## config.mk

```make
export PLATFORM = sky130hd
export DESIGN_NAME = pixel_burst_writer_flat
export DESIGN_NICKNAME = d
export VERILOG_FILES = /design/src/rtl/pixel_burst_writer_pkg.sv /design/src/rtl/pixel_burst_writer_if.sv /design/src/rtl/pixel_burst_writer_fifo.sv /design/src/rtl/pixel_burst_writer.sv /design/src/flat_wrapper.sv
export SDC_FILE = /design/constraint.sdc
export NUM_CORES = 1
export LEC_CHECK = 0
export ABC_AREA = 0
export BUFFER_PORTS_ARGS = -buffer_cell sky130_fd_sc_hd__buf_2
export CORE_ASPECT_RATIO = 1.75
export CORE_MARGIN = 2
export CORE_UTILIZATION = 35
export DETAILED_ROUTE_END_ITERATION = 10
export GPL_TIMING_DRIVEN = 0
export PLACE_DENSITY = 0.51
export SETUP_SLACK_MARGIN = 0.15
export SLEW_MARGIN = 5
export SYNTH_ARGS = -nofsm -noshare
export SYNTH_HDL_FRONTEND = slang
export SYNTH_SLANG_ARGS = --single-unit
```

## constraint.sdc

```tcl
create_clock -name clk_25 -period 5.3 [get_ports clk_25]
set_clock_uncertainty 0.05 [all_clocks]
set_input_delay 0.53 -clock clk_25 [delete_from_list [all_inputs] [get_ports clk_25]]
set_output_delay 0.53 -clock clk_25 [all_outputs]
set_load 0.005 [all_outputs]
```

## src/rtl/pixel_burst_writer_pkg.sv

```systemverilog
// Shared definitions for the pixel burst writer: frame geometry, FIFO sizing,
// FSM encoding and the FIFO entry layout.
package pixel_burst_writer_pkg;

   localparam int H_ACTIVE   = 640;
   localparam int V_ACTIVE   = 480;
   localparam int ADDR_W     = 19;
   localparam int DEPTH_LOG2 = 5;
   localparam int DEPTH      = 1 << DEPTH_LOG2;
   localparam int BURST_LEN  = 8;
   localparam int FLUSH_CYC  = 16;

   localparam int CNT_W  = DEPTH_LOG2 + 1;
   localparam int RUN_W  = $clog2(BURST_LEN + 1);
   localparam int IDLE_W = $clog2(FLUSH_CYC + 1);

   typedef enum logic [1:0] {ST_IDLE, ST_REQ, ST_DATA} pbw_state_t;

   // Everything the drain side needs about the head word.
   typedef struct packed {
      logic              eof;
      logic [ADDR_W-1:0] addr;
      logic [23:0]       data;
   } pbw_payload_t;

   // sol sits in the MSB so the FIFO can expose it separately for head+1.
   typedef struct packed {
      logic         sol;
      pbw_payload_t pl;
   } pbw_entry_t;

   localparam int ENTRY_W = $bits(pbw_entry_t);

   function automatic logic [ADDR_W-1:0] pix_addr(input logic [9:0] x, input logic [9:0] y);
      return ADDR_W'(y) * ADDR_W'(H_ACTIVE) + ADDR_W'(x);
   endfunction

endpackage

```

## src/rtl/pixel_burst_writer_if.sv

```systemverilog
// Pixel input stream plus frame-buffer write bus and status flags.
interface pixel_burst_writer_if;
   import pixel_burst_writer_pkg::*;

   logic              wrreq;
   logic [9:0]        x_i, y_i;
   logic [7:0]        red_i, green_i, blue_i;
   logic              mem_req;
   logic [ADDR_W-1:0] mem_addr;
   logic              mem_ack;
   logic [31:0]       mem_wdata;
   logic              mem_wvalid;
   logic              mem_wlast;
   logic              mem_wready;
   logic              overflow;
   logic              frame_done;

   modport master (
      input  wrreq, x_i, y_i, red_i, green_i, blue_i, mem_ack, mem_wready,
      output mem_req, mem_addr, mem_wdata, mem_wvalid, mem_wlast, overflow, frame_done
   );

   modport slave (
      output wrreq, x_i, y_i, red_i, green_i, blue_i, mem_ack, mem_wready,
      input  mem_req, mem_addr, mem_wdata, mem_wvalid, mem_wlast, overflow, frame_done
   );

endinterface

```

## src/rtl/pixel_burst_writer_fifo.sv

```systemverilog
// Register-file FIFO. Read port 0 returns the head payload (all but the MSB),
// read port 1 returns only the MSB flag of the entry behind the head.
// The caller guarantees no push when full and no pop when empty.
module pbw_fifo #(
   parameter int W  = 8,
   parameter int AW = 5
) (
   input  logic          clk_25,
   input  logic          reset,
   input  logic          i_push,
   input  logic [W-1:0]  i_wdata,
   input  logic          i_pop,
   output logic [W-2:0]  o_head,
   output logic          o_head1_flag,
   output logic [AW:0]   o_count
);

   localparam int DEPTH = 1 << AW;
   localparam int CW    = AW + 1;

   logic [W-1:0]  r_mem [DEPTH];
   logic [AW-1:0] r_wptr, r_rptr;
   logic [AW:0]   r_count;
   logic [AW-1:0] w_rptr1;

   assign w_rptr1      = r_rptr + 1'b1;
   assign o_head       = r_mem[r_rptr][W-2:0];
   assign o_head1_flag = r_mem[w_rptr1][W-1];
   assign o_count      = r_count;

   // Storage: no reset, stale contents are unreachable once pointers clear.
   always_ff @(posedge clk_25) begin
      if (i_push) r_mem[r_wptr] <= i_wdata;
   end

   // Pointers and occupancy.
   always_ff @(posedge clk_25) begin
      if (!reset) begin
         r_wptr  <= '0;
         r_rptr  <= '0;
         r_count <= '0;
      end else begin
         if (i_push) r_wptr <= r_wptr + 1'b1;
         if (i_pop)  r_rptr <= r_rptr + 1'b1;
         r_count <= r_count + CW'(i_push) - CW'(i_pop);
      end
   end

endmodule

```

## src/rtl/pixel_burst_writer.sv

```systemverilog
// Maps incoming pixels to linear frame-buffer addresses, buffers them and
// drains them as contiguous write bursts to the memory controller.
module pixel_burst_writer
   import pixel_burst_writer_pkg::*;
(
   input  logic                 clk_25,
   input  logic                 reset,
   pixel_burst_writer_if.master bus
);

   logic              r_a_vld, r_a_eof;
   logic [ADDR_W-1:0] r_a_addr;
   logic [23:0]       r_a_data;
   logic              r_have_prev;
   logic [ADDR_W-1:0] r_prev_addr;
   logic [RUN_W-1:0]  r_run, r_burst_max, r_sent;
   logic [IDLE_W-1:0] r_idle;
   logic              r_overflow, r_frame_done;
   logic [ADDR_W-1:0] r_mem_addr;
   pbw_state_t        r_state, w_state_nxt;

   logic              w_coord_ok, w_full, w_push, w_pop, w_sol, w_start, w_last;
   logic              w_head1_sol;
   logic [CNT_W-1:0]  w_count;
   pbw_entry_t        w_entry;
   pbw_payload_t      w_head;

   assign w_coord_ok = (bus.x_i < 10'(H_ACTIVE)) && (bus.y_i < 10'(V_ACTIVE));
   assign w_full     = (w_count == CNT_W'(DEPTH));
   assign w_push     = r_a_vld && !w_full;
   assign w_pop      = (r_state == ST_DATA) && bus.mem_wready;
   // New run on a gap, on a full run, or on the first entry since reset.
   assign w_sol      = !r_have_prev || (r_a_addr != r_prev_addr + 1'b1) ||
                       (r_run == RUN_W'(BURST_LEN));
   assign w_entry    = '{sol: w_sol, pl: '{eof: r_a_eof, addr: r_a_addr, data: r_a_data}};

   // Stage A: address mapping and range filtering.
   always_ff @(posedge clk_25) begin
      if (!reset) begin
         r_a_vld  <= 1'b0;
         r_a_eof  <= 1'b0;
         r_a_addr <= '0;
         r_a_data <= '0;
      end else begin
         r_a_vld  <= bus.wrreq && w_coord_ok;
         r_a_eof  <= (bus.x_i == 10'(H_ACTIVE - 1)) && (bus.y_i == 10'(V_ACTIVE - 1));
         r_a_addr <= pix_addr(bus.x_i, bus.y_i);
         r_a_data <= {bus.red_i, bus.green_i, bus.blue_i};
      end
   end

   pbw_fifo #(.W(ENTRY_W), .AW(DEPTH_LOG2)) u_fifo (
      .clk_25       (clk_25),
      .reset        (reset),
      .i_push       (w_push),
      .i_wdata      (w_entry),
      .i_pop        (w_pop),
      .o_head       (w_head),
      .o_head1_flag (w_head1_sol),
      .o_count      (w_count)
   );

   // Push-side bookkeeping: run tracking, overflow flag, idle timer.
   always_ff @(posedge clk_25) begin
      if (!reset) begin
         r_have_prev <= 1'b0;
         r_prev_addr <= '0;
         r_run       <= '0;
         r_overflow  <= 1'b0;
         r_idle      <= '0;
      end else begin
         if (w_push) begin
            r_have_prev <= 1'b1;
            r_prev_addr <= r_a_addr;
            r_run       <= w_sol ? RUN_W'(1) : r_run + 1'b1;
         end
         if (r_a_vld && w_full) r_overflow <= 1'b1;
         if (w_push)                              r_idle <= '0;
         else if (r_idle != IDLE_W'(FLUSH_CYC))   r_idle <= r_idle + 1'b1;
      end
   end

   // FSM state register.
   always_ff @(posedge clk_25) begin
      if (!reset) r_state <= ST_IDLE;
      else        r_state <= w_state_nxt;
   end

   // Next state, burst start and end-of-burst decode.
   always_comb begin
      w_state_nxt = r_state;
      w_start     = 1'b0;
      w_last      = 1'b0;
      case (r_state)
         ST_IDLE: begin
            if (w_count >= CNT_W'(BURST_LEN) ||
                (w_count != '0 && r_idle == IDLE_W'(FLUSH_CYC))) begin
               w_state_nxt = ST_REQ;
               w_start     = 1'b1;
            end
         end
         ST_REQ: begin
            if (bus.mem_ack) w_state_nxt = ST_DATA;
         end
         ST_DATA: begin
            w_last = (r_sent == r_burst_max - 1'b1) || w_head1_sol;
            if (w_pop && w_last) w_state_nxt = ST_IDLE;
         end
         default: w_state_nxt = ST_IDLE;
      endcase
   end

   // Burst header latch, word counter and end-of-frame pulse.
   always_ff @(posedge clk_25) begin
      if (!reset) begin
         r_burst_max  <= '0;
         r_sent       <= '0;
         r_mem_addr   <= '0;
         r_frame_done <= 1'b0;
      end else begin
         if (w_start) begin
            r_burst_max <= (w_count >= CNT_W'(BURST_LEN)) ? RUN_W'(BURST_LEN) : RUN_W'(w_count);
            r_mem_addr  <= w_head.addr;
            r_sent      <= '0;
         end else if (w_pop) begin
            r_sent <= r_sent + 1'b1;
         end
         r_frame_done <= w_pop && w_head.eof;
      end
   end

   assign bus.mem_req    = (r_state == ST_REQ);
   assign bus.mem_addr   = r_mem_addr;
   assign bus.mem_wvalid = (r_state == ST_DATA);
   assign bus.mem_wlast  = w_last;
   assign bus.mem_wdata  = (r_state == ST_DATA) ? {8'h00, w_head.data} : 32'h0;
   assign bus.overflow   = r_overflow;
   assign bus.frame_done = r_frame_done;

endmodule
```

## src/flat_wrapper.sv

```systemverilog
// flat-port wrapper written by rule: the top's interface ports become plain ports
module pixel_burst_writer_flat import pixel_burst_writer_pkg::*;
  (clk_25, reset, bus_wrreq, bus_x_i, bus_y_i, bus_red_i, bus_green_i, bus_blue_i, bus_mem_ack, bus_mem_wready, bus_mem_req, bus_mem_addr, bus_mem_wdata, bus_mem_wvalid, bus_mem_wlast, bus_overflow, bus_frame_done);
  pixel_burst_writer_if bus_i ();
  input  logic clk_25;
  input  logic reset;
  input wire logic [$bits(bus_i.wrreq)-1:0] bus_wrreq;
  input wire logic [$bits(bus_i.x_i)-1:0] bus_x_i;
  input wire logic [$bits(bus_i.y_i)-1:0] bus_y_i;
  input wire logic [$bits(bus_i.red_i)-1:0] bus_red_i;
  input wire logic [$bits(bus_i.green_i)-1:0] bus_green_i;
  input wire logic [$bits(bus_i.blue_i)-1:0] bus_blue_i;
  input wire logic [$bits(bus_i.mem_ack)-1:0] bus_mem_ack;
  input wire logic [$bits(bus_i.mem_wready)-1:0] bus_mem_wready;
  output wire logic [$bits(bus_i.mem_req)-1:0] bus_mem_req;
  output wire logic [$bits(bus_i.mem_addr)-1:0] bus_mem_addr;
  output wire logic [$bits(bus_i.mem_wdata)-1:0] bus_mem_wdata;
  output wire logic [$bits(bus_i.mem_wvalid)-1:0] bus_mem_wvalid;
  output wire logic [$bits(bus_i.mem_wlast)-1:0] bus_mem_wlast;
  output wire logic [$bits(bus_i.overflow)-1:0] bus_overflow;
  output wire logic [$bits(bus_i.frame_done)-1:0] bus_frame_done;
  assign bus_i.wrreq = bus_wrreq;
  assign bus_i.x_i = bus_x_i;
  assign bus_i.y_i = bus_y_i;
  assign bus_i.red_i = bus_red_i;
  assign bus_i.green_i = bus_green_i;
  assign bus_i.blue_i = bus_blue_i;
  assign bus_i.mem_ack = bus_mem_ack;
  assign bus_i.mem_wready = bus_mem_wready;
  assign bus_mem_req = bus_i.mem_req;
  assign bus_mem_addr = bus_i.mem_addr;
  assign bus_mem_wdata = bus_i.mem_wdata;
  assign bus_mem_wvalid = bus_i.mem_wvalid;
  assign bus_mem_wlast = bus_i.mem_wlast;
  assign bus_overflow = bus_i.overflow;
  assign bus_frame_done = bus_i.frame_done;
  pixel_burst_writer u_core (.clk_25(clk_25), .reset(reset), .bus(bus_i));
endmodule
```

# --- After elaboration in Yosys (flattened, before gate mapping) ---
# Memory sizes are Yosys's and may differ from the RTL's. A register that Yosys moved wholly into a read port is not among the register bits.
# Index checks and enable logic that the tools add are counted.
# W data, S select, Z words.
classes:
  reduce_logical: 20
  n_addsub: 10
  magnitude_cmp: 3
  bitwise_logic: 1
  mux: 14
  multipliers: 1
  eq_ne: 13
ops:
  columns: ["op", "n"]
  rows:
  - ["$mux W24", 1]
  - ["$add A19 B1 Y19 const B", 1]
  - ["$add A19 B10 Y19", 1]
  - ["$ne A19 B19 Y1", 1]
  - ["$add A5 B1 Y5 const B", 3]
  - ["$mul A10 B3 Y12 const B", 1]
  - ["$eq A10 B10 Y1 const B", 1]
  - ["$eq A10 B9 Y1 const B", 1]
  - ["$lt A10 B10 Y1 const B", 1]
  - ["$lt A10 B9 Y1 const B", 1]
  - ["$mux W5", 2]
  - ["$logic_and A1 B1 Y1", 9]
  - ["$add A4 B1 Y4 const B", 2]
  - ["$mux W4", 2]
  - ["$add A6 B1 Y6", 1]
  - ["$eq A6 B6 Y1 const B", 1]
  - ["$ge A6 B4 Y1 const B", 1]
  - ["$mux W2", 3]
  - ["$pmux W2 S3", 1]
  - ["$reduce_bool A6 Y1", 1]
  - ["$sub A6 B1 Y6", 1]
  - ["$eq A5 B5 Y1 const B", 1]
  - ["$mux W1", 5]
  - ["$ne A5 B5 Y1 const B", 1]
  - ["other kinds (13)", 19]
totals:
  ram_bits: 1440
  ff_bits: 121
  output_inout_bits: 56
  n_memories: 1
  wordCells: 80
  inputBits: 49
mem_list:
  columns: ["memory", "depth", "word_bits", "rd", "rd_ports_with_merged_regs", "write_ports", "line", "text"]
  rows:
  - ["u_core.u_fifo.r_mem", 32, 45, 2, 1, 1, "pixel_burst_writer_fifo.sv:21", "logic [W-1:0] r_mem [DEPTH];"]

# --- Longest topological paths before layout ---
logic_depth:
  ltp_word: 6
  ltp_mapped: 14
  mapped_depth_nobuf: 13

# --- By module ---
# Synthesis repeated with hierarchy kept, for this count alone.
hier_totals:
  cells_unflattened: 2782
  area_unflattened_um2: 60619.4
by_module_without_submodules:
  columns: ["mod", "seq_area_each_um2", "instances", "area_per_inst_um2", "cells_per_inst"]
  rows:
  - ["pbw_fifo", 43661.9, 1, 55523.3, 2190]
  - ["pixel_burst_writer", 2102.0, 1, 5096.1, 592]

# --- Least setup slack after synthesis ---
# No wires, ideal clock.
synth_path:
  kind: "register to register"
  from: "reg u_core.u_fifo.r_count[2], in the netlist u_core.u_fifo.o_count[2]"
  to: "mem u_core.u_fifo.r_mem[20][0] (netlist name), enable pin"
  path_buffers: 1
  setup_time_ns: 0.448
  path_stages_with_launch: 9
  required_ns: 4.802
  period_less_slack_ns: 3.873
  arrival_time_ns: 3.375
  setup_slack_ns: 1.427
  path_cell_list: "dfxtp_1 inv_1 ha_1 nand3_1 nand2_1 inv_1 clkbuf_1 nand2_1 nor2_1"
synth_via:
  elab_chain_len: 5
synth_lines:
  columns: ["item", "line", "text"]
  rows:
  - ["start: declaration", "pixel_burst_writer_fifo.sv:23", "logic [AW:0] r_count;"]
  - ["start signal: assignment", "pixel_burst_writer_fifo.sv:45", "r_count <= r_count + CW'(i_push) - CW'(i_pop);"]
  - ["$eq A6 B6 Y1", "pixel_burst_writer.sv:29", "assign w_full = (w_count == CNT_W'(DEPTH));"]
  - ["$logic_not A1 Y1", "pixel_burst_writer.sv:30", "assign w_push = r_a_vld && !w_full;"]
  - ["$logic_and A1 B1 Y1", "pixel_burst_writer.sv:30", null]
  - ["$mux W1", "pixel_burst_writer_fifo.sv:33", "if (i_push) r_mem[r_wptr] <= i_wdata;"]
  - ["$mux W1 (not written as such)", "pixel_burst_writer_fifo.sv:33", null]
  - ["end: declaration", "pixel_burst_writer_fifo.sv:21", null]
# No other way between the ends.

==> results.rst <==
.. list-table::
   :header-rows: 1

   * - Metric
     - Value
   * - Class of the worst hold path
     - in2reg
   * - Measured slew at the worst slew-check pin
     - between 1 and 1.5 ns
   * - Share of synthesized registers carrying an async set or reset
     - 0
   * - Clock latency of the later-clocked register in the worst-skew pair
     - 0.78 ns
   * - Worst setup slack for register-to-register paths
     - about 1.1 ns
   * - Most used standard cell by instance count after synthesis
     - sky130_fd_sc_hd__edfxtp_1
   * - Share of post-route cells with drive strength above 1
     - 0.288
   * - Proportion of synthesized chip area in sequential cells
     - 0.754
   * - I/O pin count
     - 105
   * - PD cells
     - 363 mW/mm^2
   * - Hold Path Stages
     - 2
   * - Maximum achievable frequency
     - roughly 200 MHz
   * - Number of global-route vias before repair
     - between 30k and 40k
   * - Yosys top cell by area
     - sky130_fd_sc_hd__edfxtp_1
   * - Most area-consuming cells after synthesis
     - sky130_fd_sc_hd__edfxtp_1 71%, sky130_fd_sc_hd__mux4_2 17%, sky130_fd_sc_hd__dfxtp_1 4.2%, sky130_fd_sc_hd__ha_1 0.85%, sky130_fd_sc_hd__mux2i_1 0.78%
   * - Hold path startpoint
     - reset
   * - Synth Instances
     - around 2.8k
   * - Average detailed-routed wire length per instance
     - approximately 31 microns
   * - Core ar.
     - approximately 0.17 sq mm
   * - Drt first-iter violations
     - roughly 3.0k
   * - GRT overflow
     - 0
   * - Via/cell ratio
     - 5.36
   * - Largest net degree at the start of global routing
     - 37
   * - Hold EP
     - u_core.r_a_addr[0]
   * - Worst reg2reg endpoint
     - u_core.bus.mem_addr[6]
   * - Minimum setup slack in the final design
     - between 0.3 and 0.4 ns
   * - Crit Path Max Fanout
     - 10
   * - Die area
     - between 0.15 and 0.2 sq mm
   * - Die height
     - approximately 550 microns
   * - Final count of negative-setup-slack endpoints
     - 0
   * - Portion of the clock cycle consumed by the worst path in the final layout
     - 0.942
   * - P_leak
     - roughly 21 nW
   * - Num CTS Buffers
     - 147
   * - Vias
     - between 20k and 30k
   * - Worst-case reg-to-reg path depth
     - 8
   * - Post-synthesis average cell area
     - around 22 sq um
   * - FILL cells
     - 15.0k
   * - Clk sink count
     - approximately 1.6k
   * - Detailed-route DRC error count
     - 0
   * - Final net count
     - about 3.3k
   * - Flop and latch count out of synthesis
     - 1566
   * - Number of unique standard cell types used by synthesis
     - 62
   * - Worst setup SP type
     - flip-flop
   * - Final HPWL from detailed placement
     - roughly 120000 microns
   * - Antenna violations before repair
     - 6
   * - Global placement routability congestion
     - roughly 0.81
   * - Max_cap viols
     - 0
   * - IR drop worst, VDD
     - between 300 and 400 uV
   * - Min Tclk post-route
     - around 5.0 ns
   * - Number of max-slew violations in the final report
     - 0
   * - Initial Utilization
     - 0.352
   * - TritonCTS clock tree
     - yes
   * - Post-Synthesis Cell Area
     - between 0.06 and 0.07 sq mm
   * - Die width
     - 319 microns
   * - Clock input transition at the sequential cells of the worst setup and hold paths
     - roughly 0.060 ns
   * - Worst Path Required
     - 4.72 ns
   * - Post-route ant nets
     - 0
   * - Tightest slew margin relative to the limit
     - 0.0738
   * - Root buf cell
     - sky130_fd_sc_hd__clkbuf_16
   * - Top-area cell type share of the netlist area
     - 0.713
   * - Worst hold slack after final layout
     - around 0.066 ns
   * - Endpoint class of the critical path
     - output port
   * - Count of input and output buffers
     - 96
   * - Max Buffers Root-to-Sink
     - 3
   * - Most frequently used flop master after synthesis
     - sky130_fd_sc_hd__edfxtp_1
   * - Result of the run
     - finished, final reports clean
   * - Warning count from the yosys run
     - 0
   * - Commonest cells in the netlist
     - 1440 x sky130_fd_sc_hd__edfxtp_1, 450 x sky130_fd_sc_hd__mux4_2, 126 x sky130_fd_sc_hd__dfxtp_1
   * - Number of setup buffers added after CTS
     - 0
   * - Total GRT Usage
     - 0.193
   * - Rows
     - ~200
   * - First-pass GRT wire length
     - approximately 240000 microns
   * - Area growth from synthesis to layout
     - 17.0%
   * - Data arrival time of the critical path
     - ~4.4 ns
   * - Total count of hold-check failures in the final report
     - 0
   * - Type of the worst setup path
     - reg2out
   * - Worst setup slack after placement
     - approximately 0.53 ns
   * - Drt pass-1 iters
     - 5
   * - Setup repair after global routing missed its margin
     - no
   * - Count of flip-flops with a built-in enable after synthesis
     - ~1.4k
   * - Wirelength, routed
     - roughly 170000 microns
   * - CTS HTree Levels
     - 4
==> cell usage in the layout (no fill, tap or decap), drive strengths merged, types with 3 or more instances in the layout <==
cell type	count
edfxtp	1440
mux4	450
clkbuf	274
buf	241
dfxtp	126
nand2	99
nor2	88
clkinv	60
and2	56
mux2i	47
ha	41
inv	39
xor2	32
dlygate4sd3	32
xnor2	31
a21boi	28
nand3	21
o211a	20
nor3	14
o21ai	12
nand2b	9
a21oi	9
nor2b	8
nand4	8
or3	8
conb	8
clkinvlp	7
a211oi	5
o21a	5
nor4	4
nand3b	4
a21o	4
diode	3
a31oi	3
fa	3
bufinv	3
o311ai	3
==> flip-flops by register name (all words and copies together), names as in the netlist, named ones only <==
signal                 count
u_core.u_fifo.r_rptr       5
u_core.bus.overflow        1
u_core.r_sent              4
u_core.r_prev_addr        19
u_core.u_fifo.r_mem     1440
u_core.r_a_vld             1
u_core.r_run               4
u_core.r_burst_max         4
u_core.r_state             2
u_core.r_idle              5
u_core.r_a_eof             1
u_core.bus.frame_done      1
u_core.bus.mem_addr       19
u_core.u_fifo.r_wptr       5
u_core.r_a_addr           19
u_core.r_a_data           24
u_core.u_fifo.o_count      6
u_core.r_have_prev         1
==> critical path: stages, from the launching register on <==
cell and delay [ns]:
sky130_fd_sc_hd__dfxtp_1 0.30, sky130_fd_sc_hd__buf_2 0.29, sky130_fd_sc_hd__clkbuf_1 0.53, sky130_fd_sc_hd__clkbuf_1 0.89, sky130_fd_sc_hd__mux4_2 0.44, sky130_fd_sc_hd__mux4_2 0.51, sky130_fd_sc_hd__mux2i_1 0.42, sky130_fd_sc_hd__nor2_1 0.08
sky130_fd_sc_hd__buf_2 0.14
==> stage by stage <==
stage	TNS, ns	power, mW	instances	instance area, sq um	util
2_1_floorplan	0	15.3	2796	60700	-
3_3_place_gp	-3203.78	16.0	5136	64000	0.371
3_5_place_dp	0	16.0	5221	66200	0.383
4_1_cts	0	26.1	5515	71000	0.411
5_1_grt	0	26.6	5516	71000	0.411
6_report	0	25.8	5518	71000	0.411
==> area by class of cell <==
| class | count | area, sq um | area share |
|---|---|---|---|
| Timing Repair Buffer | 213 | 2740 | 0.0386 |
| Clock buffer | 188 | 4030 | 0.0568 |
| Multi-Input combinational cell | 1049 | 14400 | 0.203 |
| Antenna cell | 3 | 7.51 | 0.000106 |
| Inverter | 35 | 131 | 0.00185 |
| Clock inverter | 74 | 448 | 0.00631 |
| Tap cell | 2244 | 2810 | 0.0395 |
| Sequential cell | 1566 | 45800 | 0.645 |
| Buffer | 146 | 644 | 0.00907 |
==> what timing repair did <==
| item | 4_1_cts | 5_1_grt |
|---|---|---|
| hold endpoints to repair | 31 | 0 |
| endpoints found under the setup margin | 18 | 3 |
| hold buffers | 32 | 0 |
| gates resized for setup | 4 | 3 |
==> layer usage <==
metal / wire length (microns) / GRT usage / part of all wire / vias up
li1: - / - / - / 12200
met3: 8390 / 0.0298 / 0.049 / 302
met2: 94400 / 0.364 / 0.55 / 1031
met4: 6340 / 0.0731 / 0.037 / 4
met1: 61400 / 0.217 / 0.36 / 16000
met5: 24 / 0 / 0.00014 / -
==> how the worst max path moves through the flow <==
stage / endpoint / cells past startpoint
3_5_place_dp: bus_mem_wdata[3] / 8
2_1_floorplan: u_core.u_fifo.r_mem[20][0] / 8
5_1_grt: bus_mem_wdata[22] / 8
3_3_place_gp: u_core.u_fifo.r_mem[4][15] / 8
4_1_cts: bus_mem_wdata[3] / 8
6_report: bus_mem_wdata[22] / 8
==> power breakdown <==
group	internal, mW	switching [mW]	leakage (nW)
clock network	5.52	4.52	2.20
logic	0.767	0.924	5.58
registers	13.7	0.347	13.6
==> logic make-up after synthesis <==
kind of cell / share of synthesized area
mux: 0.175
buf+inv: 0.0126
compound gates: 0.0134
simple gates: 0.0261
fa+ha+maj: 0.00944
xor+xnor: 0.00909
flops: 0.754
other cells: 0.0000618
Power figures use the tool's default switching activity.
